$ cat config.mk
export PLATFORM = sky130hd
export DESIGN_NAME = spi_slv_burst
export DESIGN_NICKNAME = d
export VERILOG_FILES = /design/src/rtl/spi_slv_burst.sv
export SDC_FILE = /design/constraint.sdc
export NUM_CORES = 1
export LEC_CHECK = 0
export CORE_UTILIZATION = 40
export CTS_BUF_LIST = sky130_fd_sc_hd__clkbuf_16
export DETAILED_ROUTE_END_ITERATION = 7
export GPL_ROUTABILITY_DRIVEN = 1
export PLACE_DENSITY = 0.61
export REMOVE_ABC_BUFFERS = 1
export SLEW_MARGIN = 20
export SYNTH_ARGS = -nofsm -noshare
export SYNTH_HDL_FRONTEND = slang
export SYNTH_SLANG_ARGS = --single-unit
$ cat constraint.sdc
create_clock -name i_clk -period 3.2 [get_ports i_clk]
set_input_delay 0.64 -clock i_clk [delete_from_list [all_inputs] [get_ports i_clk]]
set_output_delay 0.64 -clock i_clk [all_outputs]
set_load 0.02 [all_outputs]
$ cat src/rtl/spi_slv_burst.sv
// spi_slv_burst: SPI mode-0 slave with burst register access.
// The SPI pins are oversampled in the i_clk domain. Each frame carries an R/W
// bit, an address and then data words until csb rises. Write words may carry
// a CRC-8, and the address can auto-increment from word to word. Read data is
// requested one word ahead so that it is ready to shift out on MISO.
module spi_slv_burst #(
  parameter int ADDR_W   = 7,
  parameter int DATA_W   = 8,
  parameter int CRC_EN   = 1,
  parameter int AUTO_INC = 1
) (
  input  logic              i_clk,
  input  logic              i_rst_n,
  input  logic              i_spi_sclk,
  input  logic              i_spi_csb,
  input  logic              i_spi_mosi,
  output logic              o_spi_miso,
  input  logic              i_spi_slv_en,
  output logic              o_spi_reg_wr_req,
  output logic              o_spi_reg_rd_req,
  output logic [ADDR_W-1:0] o_spi_reg_addr,
  output logic [DATA_W-1:0] o_spi_reg_wdata,
  input  logic              i_reg_spi_wack,
  input  logic              i_reg_spi_rack,
  input  logic [DATA_W-1:0] i_reg_spi_rdata,
  output logic              o_spi_err_vld,
  output logic [1:0]        o_spi_err_code
);

  localparam int HDR_BITS = 1 + ADDR_W;
  localparam int MAX_BITS = (HDR_BITS > DATA_W) ? ((HDR_BITS > 8) ? HDR_BITS : 8)
                                                : ((DATA_W > 8) ? DATA_W : 8);
  localparam int CNT_W = $clog2(MAX_BITS + 1);
  localparam logic [CNT_W-1:0]  HDR_LAST  = CNT_W'(HDR_BITS - 1);
  localparam logic [CNT_W-1:0]  WORD_LAST = CNT_W'(DATA_W - 1);
  localparam logic [CNT_W-1:0]  CRC_LAST  = CNT_W'(7);
  localparam logic [ADDR_W-1:0] ADDR_STEP = (AUTO_INC != 0) ? ADDR_W'(1) : '0;

  typedef enum logic [2:0] {
    S_IDLE, S_HDR, S_RDUMMY, S_RDATA, S_WDATA, S_WCRC
  } state_t;

  // One serial step of CRC-8, polynomial x^8+x^2+x+1, MSB first.
  function automatic logic [7:0] crc8_step(input logic [7:0] crc, input logic b);
    logic fb;
    fb = crc[7] ^ b;
    return {crc[6:0], 1'b0} ^ (fb ? 8'h07 : 8'h00);
  endfunction

  logic [2:0] sclk_q;
  logic [2:0] csb_q;
  logic [1:0] mosi_q;
  logic       sclk_rise, sclk_fall, csb_rise, csb_fall, mosi_s;

  state_t              state_q;
  logic [CNT_W-1:0]    bit_cnt_q;
  logic [MAX_BITS-1:0] rx_q;
  logic [7:0]          crc_q;
  logic [DATA_W-1:0]   wbuf_q;
  logic [DATA_W-1:0]   tx_q;
  logic [DATA_W-1:0]   rbuf_q;
  logic [ADDR_W-1:0]   addr_q;
  logic                wr_pend_q, rd_pend_q, rvalid_q, discard_q;

  logic                miso_q, wr_req_q, rd_req_q, err_vld_q;
  logic [ADDR_W-1:0]   reg_addr_q;
  logic [DATA_W-1:0]   wdata_q;
  logic [1:0]          err_code_q;

  logic [MAX_BITS-1:0] rx_d;
  logic [7:0]          crc_d;
  logic [ADDR_W-1:0]   addr_d;
  logic [CNT_W-1:0]    bit_cnt_d;
  logic                rack_now;
  logic [DATA_W-1:0]   load_data_d;
  logic                load_miss_d;
  logic                wchk_fire;
  logic [DATA_W-1:0]   wchk_data_d;
  logic                wchk_crc_ok;

  assign sclk_rise = sclk_q[1] & ~sclk_q[2];
  assign sclk_fall = ~sclk_q[1] & sclk_q[2];
  assign csb_rise  = csb_q[1] & ~csb_q[2];
  assign csb_fall  = ~csb_q[1] & csb_q[2];
  assign mosi_s    = mosi_q[1];

  // Next-value helpers shared by the FSM branches.
  always_comb begin
    rx_d        = {rx_q[MAX_BITS-2:0], mosi_s};
    crc_d       = crc8_step(crc_q, mosi_s);
    addr_d      = addr_q + ADDR_STEP;
    bit_cnt_d   = bit_cnt_q + 1'b1;
    rack_now    = i_reg_spi_rack & rd_pend_q;
    load_miss_d = ~rvalid_q & ~rack_now;
    load_data_d = '0;
    if (rvalid_q)      load_data_d = rbuf_q;
    else if (rack_now) load_data_d = i_reg_spi_rdata;
    wchk_fire   = sclk_rise &&
                  ((state_q == S_WDATA && bit_cnt_q == WORD_LAST && CRC_EN == 0) ||
                   (state_q == S_WCRC  && bit_cnt_q == CRC_LAST));
    wchk_data_d = (state_q == S_WCRC) ? wbuf_q : rx_d[DATA_W-1:0];
    wchk_crc_ok = (state_q != S_WCRC) || (rx_d[7:0] == crc_q);
  end

  // Pin synchronisers. csb resets low so that a reset released mid-frame
  // does not see a false csb fall; the frame is picked up at the next fall.
  always_ff @(posedge i_clk or negedge i_rst_n) begin
    if (!i_rst_n) begin
      sclk_q <= '0;
      csb_q  <= '0;
      mosi_q <= '0;
    end else begin
      sclk_q <= {sclk_q[1:0], i_spi_sclk};
      csb_q  <= {csb_q[1:0], i_spi_csb};
      mosi_q <= {mosi_q[0], i_spi_mosi};
    end
  end

  // Frame FSM with registered request, MISO and error outputs.
  always_ff @(posedge i_clk or negedge i_rst_n) begin
    if (!i_rst_n) begin
      state_q    <= S_IDLE;
      bit_cnt_q  <= '0;
      rx_q       <= '0;
      crc_q      <= 8'hFF;
      wbuf_q     <= '0;
      tx_q       <= '0;
      rbuf_q     <= '0;
      addr_q     <= '0;
      wr_pend_q  <= 1'b0;
      rd_pend_q  <= 1'b0;
      rvalid_q   <= 1'b0;
      discard_q  <= 1'b0;
      miso_q     <= 1'b0;
      wr_req_q   <= 1'b0;
      rd_req_q   <= 1'b0;
      reg_addr_q <= '0;
      wdata_q    <= '0;
      err_vld_q  <= 1'b0;
      err_code_q <= 2'd0;
    end else begin
      wr_req_q  <= 1'b0;
      rd_req_q  <= 1'b0;
      err_vld_q <= 1'b0;

      // Acks are consumed in any active state, including the csb-rise cycle.
      if (state_q != S_IDLE) begin
        if (i_reg_spi_wack) wr_pend_q <= 1'b0;
        if (rack_now) begin
          rd_pend_q <= 1'b0;
          rvalid_q  <= 1'b1;
          rbuf_q    <= i_reg_spi_rdata;
        end
      end

      if (!i_spi_slv_en) begin
        state_q   <= S_IDLE;
        miso_q    <= 1'b0;
        wr_pend_q <= 1'b0;
        rd_pend_q <= 1'b0;
        rvalid_q  <= 1'b0;
      end else if (csb_rise) begin
        state_q   <= S_IDLE;
        miso_q    <= 1'b0;
        wr_pend_q <= 1'b0;
        rd_pend_q <= 1'b0;
        rvalid_q  <= 1'b0;
        if ((state_q == S_HDR || state_q == S_WDATA || state_q == S_WCRC) &&
            bit_cnt_q != '0) begin
          err_vld_q  <= 1'b1;
          err_code_q <= 2'd3;
        end
      end else begin
        case (state_q)
          S_IDLE: begin
            miso_q <= 1'b0;
            if (csb_fall) begin
              state_q   <= S_HDR;
              bit_cnt_q <= '0;
              discard_q <= 1'b0;
              wr_pend_q <= 1'b0;
              rd_pend_q <= 1'b0;
              rvalid_q  <= 1'b0;
            end
          end
          S_HDR: begin
            if (sclk_rise) begin
              rx_q <= rx_d;
              if (bit_cnt_q == HDR_LAST) begin
                bit_cnt_q <= '0;
                addr_q    <= rx_d[ADDR_W-1:0];
                if (rx_d[ADDR_W]) begin
                  state_q <= S_WDATA;
                  crc_q   <= 8'hFF;
                end else begin
                  state_q    <= S_RDUMMY;
                  rd_req_q   <= 1'b1;
                  reg_addr_q <= rx_d[ADDR_W-1:0];
                  rd_pend_q  <= 1'b1;
                  rvalid_q   <= 1'b0;
                end
              end else begin
                bit_cnt_q <= bit_cnt_d;
              end
            end
          end
          S_RDUMMY: begin
            miso_q <= 1'b0;
            if (sclk_rise) begin
              if (bit_cnt_q == WORD_LAST) begin
                bit_cnt_q <= '0;
                state_q   <= S_RDATA;
                tx_q      <= load_data_d;
                rvalid_q  <= 1'b0;
                rd_pend_q <= 1'b0;
                if (load_miss_d) begin
                  err_vld_q  <= 1'b1;
                  err_code_q <= 2'd2;
                end
              end else begin
                bit_cnt_q <= bit_cnt_d;
              end
            end
          end
          S_RDATA: begin
            if (sclk_fall) begin
              miso_q <= tx_q[DATA_W-1];
              tx_q   <= {tx_q[DATA_W-2:0], 1'b0};
            end
            if (sclk_rise) begin
              if (bit_cnt_q == '0) begin
                rd_req_q   <= 1'b1;
                reg_addr_q <= addr_d;
                addr_q     <= addr_d;
                rd_pend_q  <= 1'b1;
                rvalid_q   <= 1'b0;
              end
              if (bit_cnt_q == WORD_LAST) begin
                bit_cnt_q <= '0;
                tx_q      <= load_data_d;
                rvalid_q  <= 1'b0;
                rd_pend_q <= 1'b0;
                if (load_miss_d) begin
                  err_vld_q  <= 1'b1;
                  err_code_q <= 2'd2;
                end
              end else begin
                bit_cnt_q <= bit_cnt_d;
              end
            end
          end
          S_WDATA: begin
            if (sclk_rise) begin
              rx_q  <= rx_d;
              crc_q <= crc_d;
              if (bit_cnt_q == WORD_LAST) begin
                bit_cnt_q <= '0;
                wbuf_q    <= rx_d[DATA_W-1:0];
                if (CRC_EN != 0) state_q <= S_WCRC;
                else             crc_q   <= 8'hFF;
              end else begin
                bit_cnt_q <= bit_cnt_d;
              end
            end
          end
          S_WCRC: begin
            if (sclk_rise) begin
              rx_q <= rx_d;
              if (bit_cnt_q == CRC_LAST) begin
                bit_cnt_q <= '0;
                state_q   <= S_WDATA;
                crc_q     <= 8'hFF;
              end else begin
                bit_cnt_q <= bit_cnt_d;
              end
            end
          end
          default: state_q <= S_IDLE;
        endcase

        // Write check at the end of a complete word (plus CRC when enabled).
        // After a CRC error the rest of the frame is received but dropped.
        if (wchk_fire) begin
          if (!discard_q) begin
            if (!wchk_crc_ok) begin
              err_vld_q  <= 1'b1;
              err_code_q <= 2'd1;
              discard_q  <= 1'b1;
            end else if (wr_pend_q && !i_reg_spi_wack) begin
              err_vld_q  <= 1'b1;
              err_code_q <= 2'd2;
              wr_pend_q  <= 1'b0;
            end else begin
              wr_req_q   <= 1'b1;
              reg_addr_q <= addr_q;
              wdata_q    <= wchk_data_d;
              wr_pend_q  <= 1'b1;
            end
          end
          addr_q <= addr_d;
        end
      end
    end
  end

  assign o_spi_miso       = miso_q;
  assign o_spi_reg_wr_req = wr_req_q;
  assign o_spi_reg_rd_req = rd_req_q;
  assign o_spi_reg_addr   = reg_addr_q;
  assign o_spi_reg_wdata  = wdata_q;
  assign o_spi_err_vld    = err_vld_q;
  assign o_spi_err_code   = err_code_q;

endmodule

==> results of run 1 <==
Yosys cell counts, types with 2 or more instances:
library cell / count
clkbuf_1: 11
a21o_1: 5
nor3b_1: 3
ha_1: 3
xor2_1: 2
nand2b_1: 4
o21ai_0: 40
nor3_1: 13
nand4_1: 3
dfrtp_1: 78
nand3_1: 12
and2_1: 2
xnor2_1: 14
o21a_1: 3
a222oi_1: 3
dfstp_2: 8
nand2_1: 47
mux2_2: 23
o21ai_1: 3
a31oi_1: 3
nand3b_1: 2
or3_1: 2
mux2i_1: 12
nor3_2: 3
nor2b_1: 4
inv_1: 14
nand3b_2: 2
a21oi_1: 35
nor2_1: 50
o31ai_1: 4
a211oi_1: 7
o22ai_1: 9
buf_2: 7
flip-flops by register name (all words and copies together) (netlist names), 2 cells and up:
name             cells
rbuf_q               8
crc_q                8
bit_cnt_q            4
tx_q                 8
rx_q                 7
csb_q                3
state_q              3
wbuf_q               8
o_spi_reg_addr       7
addr_q               7
mosi_q               2
sclk_q               3
o_spi_err_code       2
o_spi_reg_wdata      8
power groups by stage:
stage	clock, uW	combinational, uW	sequential [uW]
after detailed placement	0	234	1250
after floorplan	0	154	1230
after CTS	1080	236	1230
final	1060	233	1230
after global placement	0	228	1240
after global routing	1120	263	1230
routing by layer:
| metal | wire length, um | share of wire (%) | vias up |
|---|---|---|---|
| met5 | 0 | 0 | - |
| met2 | 4590 | 46 | 77 |
| met3 | 393 | 3.9 | 11 |
| met1 | 4850 | 49 | 1667 |
| li1 | - | - | 1677 |
| met4 | 169 | 1.7 | 0 |
critical path, cell delays in order (launching register included):
cell	delay, ps
dfrtp_1	410
ha_1	230
nand3b_2	170
or2_1	360
buf_4	210
nor3_2	270
nand4_1	550
nand2_1	210
o21ai_0	110
per-stage QoR:
step           cells  worst slack, ps
5_1_grt          629              290
4_1_cts          629              480
2_1_floorplan    430              868
3_5_place_dp     613              529
6_report         629              516
3_3_place_gp     613              608
final cells by class:
class / count / area, um^2 / area share [%]
multi-input combinational: 330 / 2030 / 39.3
inverter: 14 / 52.6 / 1.02
tap: 136 / 170 / 3.30
timing repair buffer: 47 / 444 / 8.62
clock inverter: 7 / 73.8 / 1.43
sequential: 86 / 2160 / 41.9
clock buffer: 9 / 225 / 4.37
placed cells by master, fill, tap and decap left out, drive strengths merged, types with 3 or more instances in the layout:
cell / instances
xnor2: 14
nor3: 16
a21oi: 35
o22ai: 9
a222oi: 3
nand3b: 4
nand4: 3
o31ai: 4
mux2: 23
a211oi: 8
nor2b: 4
a31oi: 3
a21o: 5
nor3b: 3
buf: 12
ha: 3
nand2b: 4
nand3: 12
dfstp: 8
inv: 17
nand2: 47
nor2: 50
dfrtp: 78
clkdlybuf4s50: 35
clkbuf: 9
mux2i: 12
o21a: 3
o21ai: 43
worst max path at each step:
stage / from / to / slack [ps] / cells after the start
6_report: bit_cnt_q[0] / o_spi_reg_wdata[7] / 520 / 8
5_1_grt: bit_cnt_q[0] / o_spi_reg_wdata[0] / 290 / 8
4_1_cts: bit_cnt_q[0] / o_spi_reg_wdata[7] / 480 / 7
3_5_place_dp: bit_cnt_q[0] / o_spi_reg_wdata[4] / 530 / 8
3_3_place_gp: bit_cnt_q[0] / o_spi_reg_wdata[2] / 610 / 8
2_1_floorplan: state_q[1] / o_spi_reg_addr[0] / 870 / 5
logic make-up (layout without fill, tap and decap cells):
logic type | Yosys count | after routing
buf+inv | 34 | 77
mux | 35 | 35
flops | 86 | 86
xor+xnor | 16 | 16
fa+ha+maj | 3 | 3
simple gates | 154 | 154
compound gates | 122 | 122
==> impl_metrics.env, run 1 <==
export IMPL_outcome="finished clean"
export IMPL_fin_area_um2=5150
export IMPL_dp_hpwl_mm=6.87
export IMPL_grt_pass1_wl_mm=16.6
export IMPL_rr_startpoint="bit_cnt_q[0]"
export IMPL_synth_xor_area_share_pct=3.23
export IMPL_rsz0062_at_grt="false"
export IMPL_critical_path_startpoint_type="register"
export IMPL_synth_edf_count=0
export IMPL_dieArea_um2=11300
export IMPL_drc=0
export IMPL_fp_row_count=37
export IMPL_met1_usage_pct=26.7
export IMPL_synth_top_cell_by_area="dfrtp_1"
export IMPL_num_fill_cells=983
export IMPL_hold_viol=0
export IMPL_powerDensity_nw_per_um2=489
export IMPL_ir_worst_vdd_mv=0.263
export IMPL_synth_cells=450
export IMPL_drive_gt1_share_pct=13.2
export IMPL_synth_main_ff_cell="dfrtp_1"
export IMPL_drt_iter0_drc=216
export IMPL_antenna_cells=0
export IMPL_reg2regPathDepth=8
export IMPL_setup_viol=0
export IMPL_synth_simple_gate_area_share_pct=17.1
export IMPL_crit_type="reg -> reg"
export IMPL_viasPerCell=5.46
export IMPL_grt_met3_usage_pct=3.80
export IMPL_cts_buffers=9
export IMPL_ys_ff_latch=86
export IMPL_start_util_pct=41.6
export IMPL_yosysWarnings=0
export IMPL_die_h_um=106
export IMPL_synth_top_family_by_area="simple AND/OR/NAND/NOR gates"
export IMPL_globalRouteMet2Util_pct=28.5
export IMPL_grt_overflow=0
export IMPL_fp_coreArea_um2=10400
export IMPL_grt_pass1_vias=3307
export IMPL_ant_nets=0
export IMPL_reg2reg_slack_ps=520
export IMPL_synthMuxAreaShare_pct=8.75
export IMPL_swShare_pct=25.5
export IMPL_root_buffer="clkbuf_16"
export IMPL_seq_power_share_pct=48.7
export IMPL_synth_yosys_seq_area_share_pct=49.9
export IMPL_slew_headroom_pct=50.7
export IMPL_place_congestion=0.804
export IMPL_period_needed_ps=2680
export IMPL_synth_distinct_cells=52
export IMPL_clk_pin_slew_ps=70
export IMPL_fin_skew_ps=5.30
export IMPL_hp_class="in -> async"
export IMPL_cts_max_path_buffers=2
export IMPL_synth_area_leaders="dfrtp_1, mux2_2, dfstp_2, o21ai_0, nor2_1"
export IMPL_cts_resized=0
export IMPL_grt_total_usage_pct=18.9
export IMPL_postCtsSetupRepairBufs=0
export IMPL_whs_ps=332
export IMPL_crit_arrival_ps=2880
export IMPL_yosys_area_share_adder_pct=0.866
export IMPL_synthArstFlopShare_pct=100
export IMPL_clock_latency_ps=340
export IMPL_grt_antenna_before_repair=0
export IMPL_grt_max_degree=83
export IMPL_max_freq_mhz=373
export IMPL_tritoncts="yes"
export IMPL_synth_compound_area_share_pct=16.9
export IMPL_cts_num_sinks=86
export IMPL_p_leak_uw=0.00222
export IMPL_fin_crit_sh_pct=83.9
export IMPL_synth_top_area_share_pct=45.0
export IMPL_slew_violations=0
export IMPL_die_w_um=106
export IMPL_ctsHtreeMaxLevel=3
export IMPL_r2r_end="o_spi_reg_wdata[7]"
export IMPL_ios=37
export IMPL_syn_area_um2=4330
export IMPL_endpoint_kind="register"
export IMPL_nets=507
export IMPL_maxCapViolations=0
export IMPL_critPathMaxFanout=16
export IMPL_syn_area_per_cell_um2=9.63
export IMPL_p_total_uw=2520
export IMPL_ctsHoldBuffers=0
export IMPL_drt_first_pass_iters=6
export IMPL_placed_area_um2=4850
export IMPL_max_slew_worst_pin_slew_ps=740
export IMPL_share_comb_of_total_power_pct=9.2
export IMPL_grt_busiest_layer="met2"
export IMPL_wl_mm=10.0
export IMPL_io_buffers=36
export IMPL_p_int_uw=1880
export IMPL_cp_required_ps=3390
export IMPL_area_growth_pct=19.0
export IMPL_post_drt_wl_per_cell_um=15.9
export IMPL_p_clk_share_pct=42.1
export IMPL_vias=3432
export IMPL_switching_power_uw=642
export IMPL_setup_tns_ps=0
export IMPL_finalCoreUtilization_pct=49.5
Note: power is estimated with default switching activity, not from simulation.
==> run 2: changes to the inputs <==
--- a/config.mk
+++ b/config.mk
@@ -9,7 +9,7 @@
 export CTS_BUF_LIST = sky130_fd_sc_hd__clkbuf_16
 export DETAILED_ROUTE_END_ITERATION = 7
 export GPL_ROUTABILITY_DRIVEN = 1
-export PLACE_DENSITY = 0.61
+export PLACE_DENSITY = 0.63
 export REMOVE_ABC_BUFFERS = 1
 export SLEW_MARGIN = 20
 export SYNTH_ARGS = -nofsm -noshare
==> constraint.sdc (replaced) <==
create_clock -name i_clk -period 2.3 [get_ports i_clk]
set_input_delay 0.46 -clock i_clk [delete_from_list [all_inputs] [get_ports i_clk]]
set_output_delay 0.46 -clock i_clk [all_outputs]
set_load 0.02 [all_outputs]
==> run 2 against run 1 <==
Routed wire length is 4.7% higher. Largest cell class unchanged. Total power is 36% higher. Combinational power is 56% higher. Clock power is 29% higher. Clock skew is 0.67 ps higher.
==> impl_metrics.env, run 2 (synthesis gave the netlist of run 1 again) <==
export IMPL_grt_max_degree=42
export IMPL_ant_nets=0
export IMPL_viasPerCell=5.39
export IMPL_cts_resized=0
export IMPL_fp_row_count=37
export IMPL_cts_num_sinks=86
export IMPL_grt_antenna_before_repair=0
export IMPL_max_slew_worst_pin_slew_ps=563
export IMPL_period_needed_ps=2110
export IMPL_die_h_um=106
export IMPL_grt_total_usage_pct=20.0
export IMPL_fin_crit_sh_pct=92.0
export IMPL_ir_worst_vdd_mv=0.359
export IMPL_final_common_cell="dfrtp_1"
export IMPL_wl_mm=10.5
export IMPL_dieArea_um2=11300
export IMPL_p_leak_uw=0.00234
export IMPL_hp_class="in -> async"
export IMPL_mostFrequentLayoutCells="dfrtp_1, nor2_1, nand2_1"
export IMPL_post_drt_wl_per_cell_um=16.0
export IMPL_drc=0
export IMPL_hold_viol=0
export IMPL_setup_viol=0
export IMPL_place_congestion=0.886
export IMPL_crit_type="reg -> reg"
export IMPL_vias=3527
export IMPL_cp_required_ps=2540
export IMPL_reg2regPathDepth=8
export IMPL_grt_pass1_vias=3453
export IMPL_fp_coreArea_um2=10400
export IMPL_clock_latency_ps=350
export IMPL_placed_area_um2=5050
export IMPL_grt_pass1_wl_mm=17.5
export IMPL_drive_gt1_share_pct=17.8
export IMPL_num_fill_cells=978
export IMPL_area_growth_pct=23.2
export IMPL_postCtsSetupRepairBufs=0
export IMPL_slew_headroom_pct=62.4
export IMPL_ctsHoldBuffers=0
export IMPL_critPathMaxFanout=10
export IMPL_root_buffer="clkbuf_16"
export IMPL_maxCapViolations=0
export IMPL_antenna_cells=0
export IMPL_fin_area_um2=5340
export IMPL_crit_arrival_ps=2350
export IMPL_drt_iter0_drc=284
export IMPL_start_util_pct=41.6
export IMPL_crit_chain="ha_1 > nand3b_2 > or2_2 > nor4_2 > buf_4 > a21oi_1 > or2_0 > a21o_1"
export IMPL_slew_violations=0
export IMPL_io_buffers=36
export IMPL_ios=37
export IMPL_cts_buffers=9
export IMPL_critical_path_startpoint_type="register"
export IMPL_die_w_um=106
export IMPL_max_freq_mhz=473
export IMPL_clk_pin_slew_ps=70
export IMPL_setup_tns_ps=0
export IMPL_drt_first_pass_iters=5
export IMPL_ctsHtreeMaxLevel=3
export IMPL_dp_hpwl_mm=7.44
export IMPL_nets=532
export IMPL_grt_overflow=0
export IMPL_powerDensity_nw_per_um2=641
export IMPL_rsz0062_at_grt="false"
export IMPL_max_stage_delay_ps=410
export IMPL_endpoint_kind="register"
export IMPL_cp_slowest_cell="or2_2"
export IMPL_fin_skew_ps=5.97
export IMPL_outcome="finished clean"
export IMPL_tritoncts="yes"
export IMPL_cts_max_path_buffers=2
[run 2: final cells by class]
class / count / area (um^2) / area share (%)
clock inverters: 7 / 50.0 / 0.937
flip-flops and latches: 86 / 2160 / 40.5
multi-input cells: 330 / 2040 / 38.2
clock buffers: 9 / 225 / 4.22
inverters: 14 / 52.6 / 0.984
repair buffers: 72 / 641 / 12.0
well taps: 136 / 170 / 3.19
[run 2: per-stage QoR]
step | worst slack [ps] | hold slack [ps] | std cells | utilization [%] | total power (uW)
after floorplan | -31.7 | 164 | 430 | - | 1920
after global placement | 165 | 335 | 638 | 48.5 | 2070
after detailed placement | 139 | 340 | 638 | 48.5 | 2080
after CTS | 114 | 118 | 654 | 51.1 | 3450
after global routing | 10.8 | 141 | 654 | 51.3 | 3570
final | 185 | 96.7 | 654 | 51.3 | 3420
[run 2: worst paths after layout]
kind / start / to / slack, ps
min in group i_clk: mosi_q[0] / mosi_q[1] / 360
max in group asynchronous: i_rst_n / crc_q[5] / 1560
max reg2reg: bit_cnt_q[0] / o_spi_err_code[0] / 190
min: i_rst_n / rbuf_q[7] / 100
min reg2reg: mosi_q[0] / mosi_q[1] / 360
max: bit_cnt_q[0] / o_spi_err_code[0] / 190
[run 2: routing by layer]
metal	GRT usage, %	up-vias	part of all wire, %
met1	29.2	1689	50
met3	4.23	12	4.8
met2	29.7	100	44
met4	6.25	0	1.3
li1	-	1726	-
met5	0	-	0
[run 2: worst max-delay path, delay by kind of cell, from the launching register on]
family / cells / cell delay [ps]
fa+ha+maj: 1 / 220
simple gates: 4 / 1000
compound gates: 2 / 220
flops: 1 / 400
buf+inv: 1 / 160
[run 2: power by group]
part	switching [uW]	internal, uW
sequential	75.1	1610
combinational	197	167
clock	635	736
==> run 3: changes to the inputs <==
--- a/config.mk
+++ b/config.mk
@@ -5,6 +5,7 @@
 export SDC_FILE = /design/constraint.sdc
 export NUM_CORES = 1
 export LEC_CHECK = 0
+export ABC_AREA = 1
 export CORE_UTILIZATION = 40
 export CTS_BUF_LIST = sky130_fd_sc_hd__clkbuf_16
 export DETAILED_ROUTE_END_ITERATION = 7
==> run 3 against run 2 <==
Routed wire length is 11% higher. Clock power grew 4%. Total power grew 40%. Clock skew increased by 0.54 ps. Clock-buffer cell count unchanged. Combinational power rose to 3.5 times the previous value. Sequential power rose by 24%. Utilization fell by 2.4 points. Non-clock buffer count down 22. Fmax grew 7.8%. Worst setup slack better by 150 ps.
==> impl_metrics.env, run 3 <==
export IMPL_cts_max_path_buffers=2
export IMPL_synth_area_leaders="dfrtp_1, nand2_1, o21ai_0, inv_1, nor2_1"
export IMPL_grt_pass1_vias=3975
export IMPL_crit_type="reg -> reg"
export IMPL_area_growth_pct=18.7
export IMPL_final_cells=819
export IMPL_slew_headroom_pct=62.4
export IMPL_critical_path_startpoint_type="register"
export IMPL_tritoncts="yes"
export IMPL_nets=690
export IMPL_synth_most_common_cell="nand2_1"
export IMPL_r2r_end="addr_q[4]"
export IMPL_grt_pass1_wl_mm=19.6
export IMPL_drc=0
export IMPL_mostFrequentLayoutCells="nand2_1, dfrtp_1, o21ai_0"
export IMPL_clk_pin_slew_ps=60
export IMPL_syn_area_per_cell_um2=7.58
export IMPL_cts_num_sinks=86
export IMPL_endpoint_kind="register"
export IMPL_grt_overflow=0
export IMPL_hold_viol=0
export IMPL_fin_skew_ps=6.51
export IMPL_period_needed_ps=1960
export IMPL_io_buffers=36
export IMPL_crit_arrival_ps=2190
export IMPL_final_common_cell="nand2_1"
export IMPL_p_clk_share_pct=29.7
export IMPL_dp_hpwl_mm=8.61
export IMPL_p_leak_uw=0.00269
export IMPL_synth_yosys_seq_area_share_pct=45.8
export IMPL_ys_ff_latch=86
export IMPL_hp_class="in -> async"
export IMPL_fp_row_count=39
export IMPL_dieArea_um2=12200
export IMPL_crit_path_frequent_cell="nand2_1"
export IMPL_ios=37
export IMPL_synth_top_area_share_pct=41.3
export IMPL_die_w_um=111
export IMPL_cp_slowest_cell="dfrtp_1"
export IMPL_vias=4261
export IMPL_postCtsSetupRepairBufs=0
export IMPL_synthTopCellsByCount="nand2_1, dfrtp_1, o21ai_0"
export IMPL_ir_worst_vdd_mv=0.686
export IMPL_cp_required_ps=2530
export IMPL_whs_ps=113
export IMPL_cts_resized=0
export IMPL_synth_distinct_cells=39
export IMPL_crit_chain="inv_2 > nor2_4 > nand2_1 > nand2_2 > o21ai_1 > nand2_1 > nand2_1 > nor2_4 > inv_2 > nor2_1 > a21oi_1"
export IMPL_max_stage_delay_ps=550
export IMPL_synth_edf_count=0
export IMPL_setup_tns_ps=0
export IMPL_swShare_pct=34.5
export IMPL_crit_start="state_q[1]"
export IMPL_critPathMaxFanout=10
export IMPL_cts_buffers=9
export IMPL_setup_viol=0
export IMPL_syn_area_um2=4720
export IMPL_place_congestion=0.922
export IMPL_antenna_cells=0
export IMPL_ant_nets=0
export IMPL_drive_gt1_share_pct=12.1
export IMPL_post_drt_wl_per_cell_um=14.2
export IMPL_powerDensity_nw_per_um2=858
export IMPL_maxCapViolations=0
export IMPL_crit_end="addr_q[4]"
export IMPL_viasPerCell=5.20
export IMPL_rr_startpoint="state_q[1]"
export IMPL_synthArstFlopShare_pct=100
export IMPL_reg2reg_slack_ps=340
export IMPL_grt_antenna_before_repair=0
export IMPL_fp_coreArea_um2=11500
export IMPL_slew_violations=0
export IMPL_grt_total_usage_pct=20.3
export IMPL_ctsHtreeMaxLevel=3
export IMPL_drt_iter0_drc=270
export IMPL_ctsHoldBuffers=0
export IMPL_dp_cells=803
export IMPL_seq_power_share_pct=43.5
export IMPL_wl_mm=11.6
export IMPL_start_util_pct=41.2
export IMPL_synth_top_cell_by_area="dfrtp_1"
export IMPL_switching_power_uw=1660
export IMPL_synth_main_ff_cell="dfrtp_1"
export IMPL_fin_crit_sh_pct=85.3
export IMPL_yosysWarnings=0
export IMPL_clock_latency_ps=350
export IMPL_grt_max_degree=46
export IMPL_outcome="finished clean"
export IMPL_p_int_uw=3150
export IMPL_share_comb_of_total_power_pct=26.8
export IMPL_reg2regPathDepth=11
export IMPL_max_freq_mhz=510
export IMPL_die_h_um=111
export IMPL_rsz0062_at_grt="false"
export IMPL_max_slew_worst_pin_slew_ps=565
export IMPL_synth_cells=623
export IMPL_drt_first_pass_iters=5
export IMPL_root_buffer="clkbuf_16"
## run 3: changes by cell type after synthesis, sizes merged, moves of 11 or more
cell and change:
nand2 +134, mux2i -12, nor2 +26, nor3 -11, o21ai +47, inv +60
mux2 -23, nand3 +26
## run 3: logic make-up (layout without fill, tap and decap cells)
group	after synthesis	count (layout)	share of synthesized area (%)
adders and majority gates	3	3	0.795
and+or+nand+nor	314	314	29.9
xor gates and xnor gates	6	6	1.11
buffers and inverters	88	141	7.50
AOI/OAI and AO/OA	126	126	14.9
DFF	86	86	45.8
## run 3: area by class of cell
| class | count | area (um^2) |
|---|---|---|
| Timing Repair Buffer | 50 | 488 |
| Clock buffer | 9 | 225 |
| Multi-Input combinational cell | 449 | 2210 |
| Inverter | 75 | 282 |
| Sequential cell | 86 | 2160 |
| Clock inverter | 7 | 65.1 |
| Fill cell | 1116 | 5860 |
| Tap cell | 143 | 179 |
## run 3: worst max-delay path, delay by kind of cell, from the launching register on
family	cells	cell delay [ps]
AO/OA/AOI/OAI	2	150
buffers and inverters	2	220
flip-flops	1	550
AND/OR/NAND/NOR	7	910
## run 3: through the flow
stage | power [uW] | util, % | instance area (um^2) | setup slack (ps)
finish | 4810 | 48.9 | 5610 | 338
global route | 5130 | 48.9 | 5610 | 141
CTS | 4850 | 48.9 | 5610 | 354
global placement | 3360 | 46.4 | 5320 | 136
floorplan | 2930 | - | 4650 | -232
detailed placement | 3400 | 46.4 | 5320 | 106
## run 3: worst min-delay path by stage
stage	endpoint	slack [ps]	cells past startpoint
after global routing	wbuf_q[1]	150	1
after CTS	o_spi_reg_wdata[1]	120	1
after floorplan	addr_q[0]	160	0
after global placement	mosi_q[1]	330	0
after detailed placement	mosi_q[1]	340	0
final	wbuf_q[1]	110	1
## run 3: power by group through the flow
stage	logic [uW]	clock network [uW]	registers, uW
2_1_floorplan	850	0	2080
3_3_place_gp	1260	0	2100
3_5_place_dp	1290	0	2110
4_1_cts	1290	1470	2090
5_1_grt	1460	1540	2130
6_report	1290	1430	2090
## run 3: per-layer routing
layer | GRT usage [%] | wire length [um] | vias to the layer above
met2 | 32.3 | 5350 | 126
met1 | 26.3 | 5360 | 1993
met4 | 8.44 | 294 | 0
li1 | - | - | 2113
met5 | 0 | 0 | -
met3 | 5.25 | 591 | 29
